[config.mk]
export PLATFORM = sky130hd
export DESIGN_NAME = riscv_dmem_arb
export DESIGN_NICKNAME = d
export VERILOG_FILES = /design/src/rtl/biu_constants_pkg.sv /design/src/rtl/riscv_dmem_arb_pkg.sv /design/src/rtl/riscv_dmem_arb.sv
export SDC_FILE = /design/constraint.sdc
export NUM_CORES = 1
export LEC_CHECK = 0
export CAP_MARGIN = 10
export CORE_MARGIN = 4
export CORE_UTILIZATION = 37
export CTS_CLUSTER_SIZE = 14
export DETAILED_ROUTE_END_ITERATION = 6
export GPL_TIMING_DRIVEN = 0
export PLACE_DENSITY_LB_ADDON = 0.2
export SYNTH_ARGS = -nofsm -noshare
export SYNTH_HDL_FRONTEND = slang
export SYNTH_SLANG_ARGS = --single-unit
[constraint.sdc]
create_clock -name clk -period 15 [get_ports clk]
set_clock_uncertainty 0.1 [all_clocks]
set_input_delay 2.25 -clock clk [delete_from_list [all_inputs] [get_ports clk]]
set_output_delay 2.25 -clock clk [all_outputs]
set_load 0.02 [all_outputs]
[src/rtl/biu_constants_pkg.sv]
// Bus-interface constants shared by BIU clients: access-size encoding.
package biu_constants_pkg;

  typedef logic [2:0] biu_size_t;

  localparam biu_size_t BIU_BYTE  = 3'd0;
  localparam biu_size_t BIU_HWORD = 3'd1;
  localparam biu_size_t BIU_WORD  = 3'd2;
  localparam biu_size_t BIU_DWORD = 3'd3;

endpackage

[src/rtl/riscv_dmem_arb_pkg.sv]
// Shared types for the data-memory arbiter: owner FSM encoding and requester indices.
package riscv_dmem_arb_pkg;

  typedef enum logic [1:0] {
    IDLE = 2'd0,
    OWN0 = 2'd1,
    OWN1 = 2'd2
  } arb_state_t;

  localparam int unsigned REQ_LSU = 0;
  localparam int unsigned REQ_AUX = 1;
  localparam int unsigned NUM_REQ = 2;

  function automatic arb_state_t owner_state(input logic idx);
    return idx ? OWN1 : OWN0;
  endfunction

endpackage

[src/rtl/riscv_dmem_arb.sv]
// Two-requester data-memory arbiter (LSU vs. PTW/debug) with outstanding-request and burst limits.
// Define RISCV_DMEM_ARB_RR_EN for round-robin owner selection; otherwise the LSU wins ties.
module riscv_dmem_arb
  import riscv_dmem_arb_pkg::*;
  import biu_constants_pkg::*;
#(
  parameter int unsigned XLEN            = 32,
  parameter int unsigned MAX_OUTSTANDING = 2,
  parameter int unsigned MAX_BURST       = 4
) (
  input  logic                 clk,
  input  logic                 rst,
  input  logic [1:0]           rq_req,
  input  logic [1:0]           rq_we,
  input  logic [1:0][XLEN-1:0] rq_adr,
  input  logic [1:0][XLEN-1:0] rq_d,
  input  biu_size_t [1:0]      rq_size,
  output logic [1:0]           rq_gnt,
  output logic [1:0]           rq_ack,
  output logic [XLEN-1:0]      rq_q,
  output logic                 rq_misaligned,
  output logic                 rq_page_fault,
  output logic                 mem_req,
  output logic                 mem_we,
  output logic [XLEN-1:0]      mem_adr,
  output logic [XLEN-1:0]      mem_d,
  output biu_size_t            mem_size,
  input  logic                 mem_ack,
  input  logic [XLEN-1:0]      mem_q,
  input  logic                 mem_misaligned,
  input  logic                 mem_page_fault
);

  localparam int unsigned CNT_W   = $clog2(MAX_OUTSTANDING + 1);
  localparam int unsigned BURST_W = $clog2(MAX_BURST + 1);

  arb_state_t         state_q, state_d;
  logic [CNT_W-1:0]   cnt_q, cnt_d;
  logic [BURST_W-1:0] burst_q, burst_d;
  logic               mem_req_q, mem_req_d;
  logic               mem_we_q, mem_we_d;
  logic [XLEN-1:0]    mem_adr_q, mem_adr_d;
  logic [XLEN-1:0]    mem_d_q, mem_d_d;
  biu_size_t          mem_size_q, mem_size_d;
`ifdef RISCV_DMEM_ARB_RR_EN
  logic               last_q, last_d;
`endif

  logic       owner;
  logic       has_owner;
  logic       ack_ok;
  logic       room;
  logic       drained;
  logic       burst_hit;
  logic       issue;
  logic       sel;
  logic [1:0] cand;
  logic [1:0] gnt_c;
  logic [1:0] ack_c;

  // Owner FSM, grant selection and counters
  always_comb begin
    state_d   = state_q;
    cnt_d     = cnt_q;
    burst_d   = burst_q;
    gnt_c     = 2'b00;
    ack_c     = 2'b00;
    sel       = 1'b0;
    cand      = rq_req;
`ifdef RISCV_DMEM_ARB_RR_EN
    last_d    = last_q;
`endif
    owner     = (state_q == OWN1);
    has_owner = (state_q != IDLE);
    ack_ok    = mem_ack && (cnt_q != '0);
    room      = (cnt_q < CNT_W'(MAX_OUTSTANDING)) || ack_ok;
    drained   = (cnt_q == '0) || ((cnt_q == CNT_W'(1)) && ack_ok);
    burst_hit = (burst_q >= BURST_W'(MAX_BURST)) && rq_req[~owner];

    if (has_owner && rq_req[owner] && !burst_hit) begin
      if (room) begin
        gnt_c[owner] = 1'b1;
        sel          = owner;
        if (burst_q < BURST_W'(MAX_BURST)) burst_d = burst_q + BURST_W'(1);
      end
    end else if (drained) begin
      // A burst-limited owner is excluded so the waiting requester takes over.
      if (has_owner && rq_req[owner]) cand[owner] = 1'b0;
      if (cand == 2'b00) begin
        state_d = IDLE;
        burst_d = '0;
      end else begin
`ifdef RISCV_DMEM_ARB_RR_EN
        sel = (cand == 2'b11) ? ~last_q : cand[1];
`else
        sel = ~cand[0];
`endif
        gnt_c[sel] = 1'b1;
        state_d    = owner_state(sel);
        burst_d    = BURST_W'(1);
      end
    end

    issue = |gnt_c;
    cnt_d = cnt_q + CNT_W'(issue) - CNT_W'(ack_ok);
`ifdef RISCV_DMEM_ARB_RR_EN
    if (issue) last_d = sel;
`endif

    // Completions follow the registered owner, so a final ack in a switch cycle stays with it.
    if (ack_ok && has_owner) ack_c[owner] = 1'b1;

    mem_req_d  = issue;
    mem_we_d   = issue ? rq_we[sel]   : mem_we_q;
    mem_adr_d  = issue ? rq_adr[sel]  : mem_adr_q;
    mem_d_d    = issue ? rq_d[sel]    : mem_d_q;
    mem_size_d = issue ? rq_size[sel] : mem_size_q;
  end

  always_ff @(posedge clk) begin
    if (rst) begin
      state_q   <= IDLE;
      cnt_q     <= '0;
      burst_q   <= '0;
      mem_req_q <= 1'b0;
`ifdef RISCV_DMEM_ARB_RR_EN
      last_q    <= 1'b1;
`endif
    end else begin
      state_q   <= state_d;
      cnt_q     <= cnt_d;
      burst_q   <= burst_d;
      mem_req_q <= mem_req_d;
`ifdef RISCV_DMEM_ARB_RR_EN
      last_q    <= last_d;
`endif
    end
  end

  // Command payload needs no reset; it is qualified by mem_req.
  always_ff @(posedge clk) begin
    mem_we_q   <= mem_we_d;
    mem_adr_q  <= mem_adr_d;
    mem_d_q    <= mem_d_d;
    mem_size_q <= mem_size_d;
  end

  assign rq_gnt        = rst ? 2'b00 : gnt_c;
  assign rq_ack        = rst ? 2'b00 : ack_c;
  assign rq_q          = mem_q;
  assign rq_misaligned = mem_misaligned;
  assign rq_page_fault = mem_page_fault;
  assign mem_req       = mem_req_q;
  assign mem_we        = mem_we_q;
  assign mem_adr       = mem_adr_q;
  assign mem_d         = mem_d_q;
  assign mem_size      = mem_size_q;

  a_no_stray_ack: assert property (@(posedge clk) disable iff (rst) !(mem_ack && (cnt_q == '0)));
  a_ack_onehot:   assert property (@(posedge clk) disable iff (rst) $onehot0(rq_ack));

endmodule

==> impl_metrics.env <==
export IMPL_status="finished, final reports clean"
export IMPL_crit_chain="clkdlybuf4s50_1 -> a21bo_2 -> o21ai_0 -> o2111a_1 -> buf_4 -> buf_12 -> buf_12 -> nor2b_1 -> clkdlybuf4s50_1"
export IMPL_grt_ovfl_total=0
export IMPL_synth_avg_cell_area_um2=14.7
export IMPL_maxSlewViolCount=0
export IMPL_cts_max_path_buffers=2
export IMPL_multi_input_area_mm2=0.00124
export IMPL_p_per_area_mw_per_mm2=142
export IMPL_async_flop_share_pct=0
export IMPL_grt_max_degree=25
export IMPL_netlist_area_mm2=0.00382
export IMPL_hold_buffers=0
export IMPL_r2r_cells=7
export IMPL_final_hold_viol_count=0
export IMPL_rsz0062_at_grt="no"
export IMPL_clkPwrFrac_pct=13.6
export IMPL_cp_top_family="buffers and inverters"
export IMPL_post_route_drc_count=0
export IMPL_finalSetupViolations=0
export IMPL_grt_pass1_wl_mm=16.5
export IMPL_first_pass_iters=4
export IMPL_tns_ns=0
export IMPL_clock_sinks=76
export IMPL_setup_ws_ns=7.91
export IMPL_antenna_cells=0
export IMPL_dp_slack_ns=7.95
export IMPL_pwr_share_comb_pct=48.8
export IMPL_cp_data_arrival_time_ns=4.74
export IMPL_postCtsSetupBuffers=0
export IMPL_clock_latency_ns=0.33
export IMPL_fp_row_count=36
export IMPL_yosys_warnings=0
export IMPL_core_area_mm2=0.00991
export IMPL_finalCriticalPeriod_ns=7.09
export IMPL_synth_cell_types=41
export IMPL_hold_depth=2
export IMPL_die_x_um=110
export IMPL_vdd_drop_max_mv=0.0707
export IMPL_ctsResizeCount=0
export IMPL_final_instance_count_excl_fill=655
export IMPL_required_ns=12.65
export IMPL_switching_share_pct=34.1
export IMPL_critical_path_startpoint_type="input port"
export IMPL_syn_nets=438
export IMPL_drive_gt1_share_pct=24.1
export IMPL_worst_slew_pin_slew_ns=0.774
export IMPL_synth_top_flop_cell="edfxtp_1"
export IMPL_fmax_ghz=0.141
export IMPL_drv_cap=0
export IMPL_cts_tree="yes"
export IMPL_htreeDepth=3
export IMPL_drt_iter0_markers=137
export IMPL_gp_congestion=0.847
export IMPL_dp_cells=641
export IMPL_initial_core_util_pct=38.5
export IMPL_cp_num_buf_inv=5
export IMPL_clock_root_buffer="clkbuf_8"
export IMPL_dieArea_mm2=0.0120
export IMPL_p_int_uw=624
export IMPL_ys_ff_latch=76
export IMPL_detail_route_wl_per_cell_um=18.2
export IMPL_ant_nets=0
export IMPL_yosysSeqAreaShare_pct=57.7
export IMPL_synth_cells=259
export IMPL_worstHoldPathType="register to register"
export IMPL_num_vias=3115
export IMPL_worst_slew_margin_rel_pct=48.3
export IMPL_switching_power_uw=324
export IMPL_critPathSlowestCell="clkdlybuf4s50_1"
export IMPL_leakage_uw=0.00248
export IMPL_place_hpwl_mm=9.72
export IMPL_vias_per_cell=4.76
export IMPL_area_delta_synth_final_pct=74.5
export IMPL_crit_cells=9
export IMPL_ios=282
export IMPL_drt_total_wl_mm=11.9
export IMPL_grt_pass1_vias=3180
export IMPL_path_class="input port to output pin"
export IMPL_end_kind="output pin"
export IMPL_synth_edf_count=68
export IMPL_total_power_uw=948
export IMPL_path_max_fanout=10
export IMPL_slowest_delay_ns=0.63
export IMPL_post_route_period_util_pct=47.2
export IMPL_fillers=764
export IMPL_die_height_um=110
export IMPL_final_nets=698
export IMPL_antenna_found_initial=0
export IMPL_numCtsBuffers=9
export IMPL_seq_area_mm2=0.00220
export IMPL_path_clk_slew_ns=0.07
export IMPL_track_usage_pct=18.4
export IMPL_seqPwrFrac_pct=37.6
export IMPL_portBuffers=247
==> cell type report <==
cell class	count	share of cell area, %
plain buffers	46	5.45
clock buffers	11	1.97
clock inverters	3	0.244
inverters	7	0.394
multi-input cells	130	18.6
flip-flops and latches	76	33.1
well taps	133	2.50
repair buffers	249	37.8
==> metrics by stage <==
stage	util (%)	hold slack, ns	area, um^2
after floorplan	-	0.382	3820
after global placement	65.2	0.402	6460
after detailed placement	65.7	0.416	6520
after CTS	67.2	0.427	6660
after global routing	67.2	0.455	6660
final	67.2	0.424	6660
==> final timing paths <==
kind / startpoint / end / slack [ns]
worst min register to register: state_q[1] / state_q[1] / 0.42
worst max-delay path: rq_req[1] / rq_gnt[1] / 7.91
worst min-delay path: state_q[1] / state_q[1] / 0.42
worst max register to register: state_q[0] / mem_d[31] / 12.02
==> synth_stat cells (all sizes together), types with 4 or more instances <==
cell	count	area share (%)
edfxtp	68	53
nand2	6	0.59
a21oi	6	0.79
inv	7	0.69
dfxtp	8	4.2
o21ai	4	0.52
ha	4	1.3
buf	43	9.2
mux2	68	21
==> kinds of logic after synthesis <==
group	count (synthesis)	synth area share [%]
adder cells (fa/ha/maj)	4	1.31
multiplexers	68	20.9
AO/OA/AOI/OAI	28	5.28
flip-flops	76	57.7
AND/OR/NAND/NOR	28	4.13
XOR/XNOR	2	0.459
buffers and inverters	53	10.2
==> worst register-to-register path, delay by kind of cell, from the launching register on <==
family,cells,cell delay [ns]
compound gates,2,0.99
buf+inv,3,0.77
simple gates,2,0.47
flops,1,0.35
==> placed cells by master (no fill, tap or decap), types with 4 or more instances in the layout <==
cell type and count:
a21oi_1 5, buf_4 40, clkbuf_1 5, clkbuf_8 9, clkdlybuf4s50_1 247, dfxtp_1 8
edfxtp_1 68, ha_1 4, inv_1 7, mux2_2 59, mux2_4 9, nand2_1 6
o21ai_0 4
==> flip-flops by register name (all words and copies together), names as in the netlist <==
signal and cells:
burst_q 3, cnt_q 2, mem_adr 32, mem_d 32, mem_req 1, mem_size 3, mem_we 1, state_q 2
==> metal layers <==
metal	global-route usage, %	up-vias	wire [um]
met5	0	-	0
met2	33.6	209	6290
met1	18.6	1428	3910
met4	8.28	0	328
li1	-	1458	-
met3	6.64	20	1390
==> power groups by stage <==
stage | sequential, uW | combinational [uW] | clock, uW
6_report | 357 | 462 | 129
5_1_grt | 364 | 489 | 143
4_1_cts | 358 | 469 | 133
3_5_place_dp | 362 | 467 | 0
3_3_place_gp | 373 | 447 | 0
2_1_floorplan | 468 | 127 | 0
No activity file was read; power rests on OpenSTA's default activity.
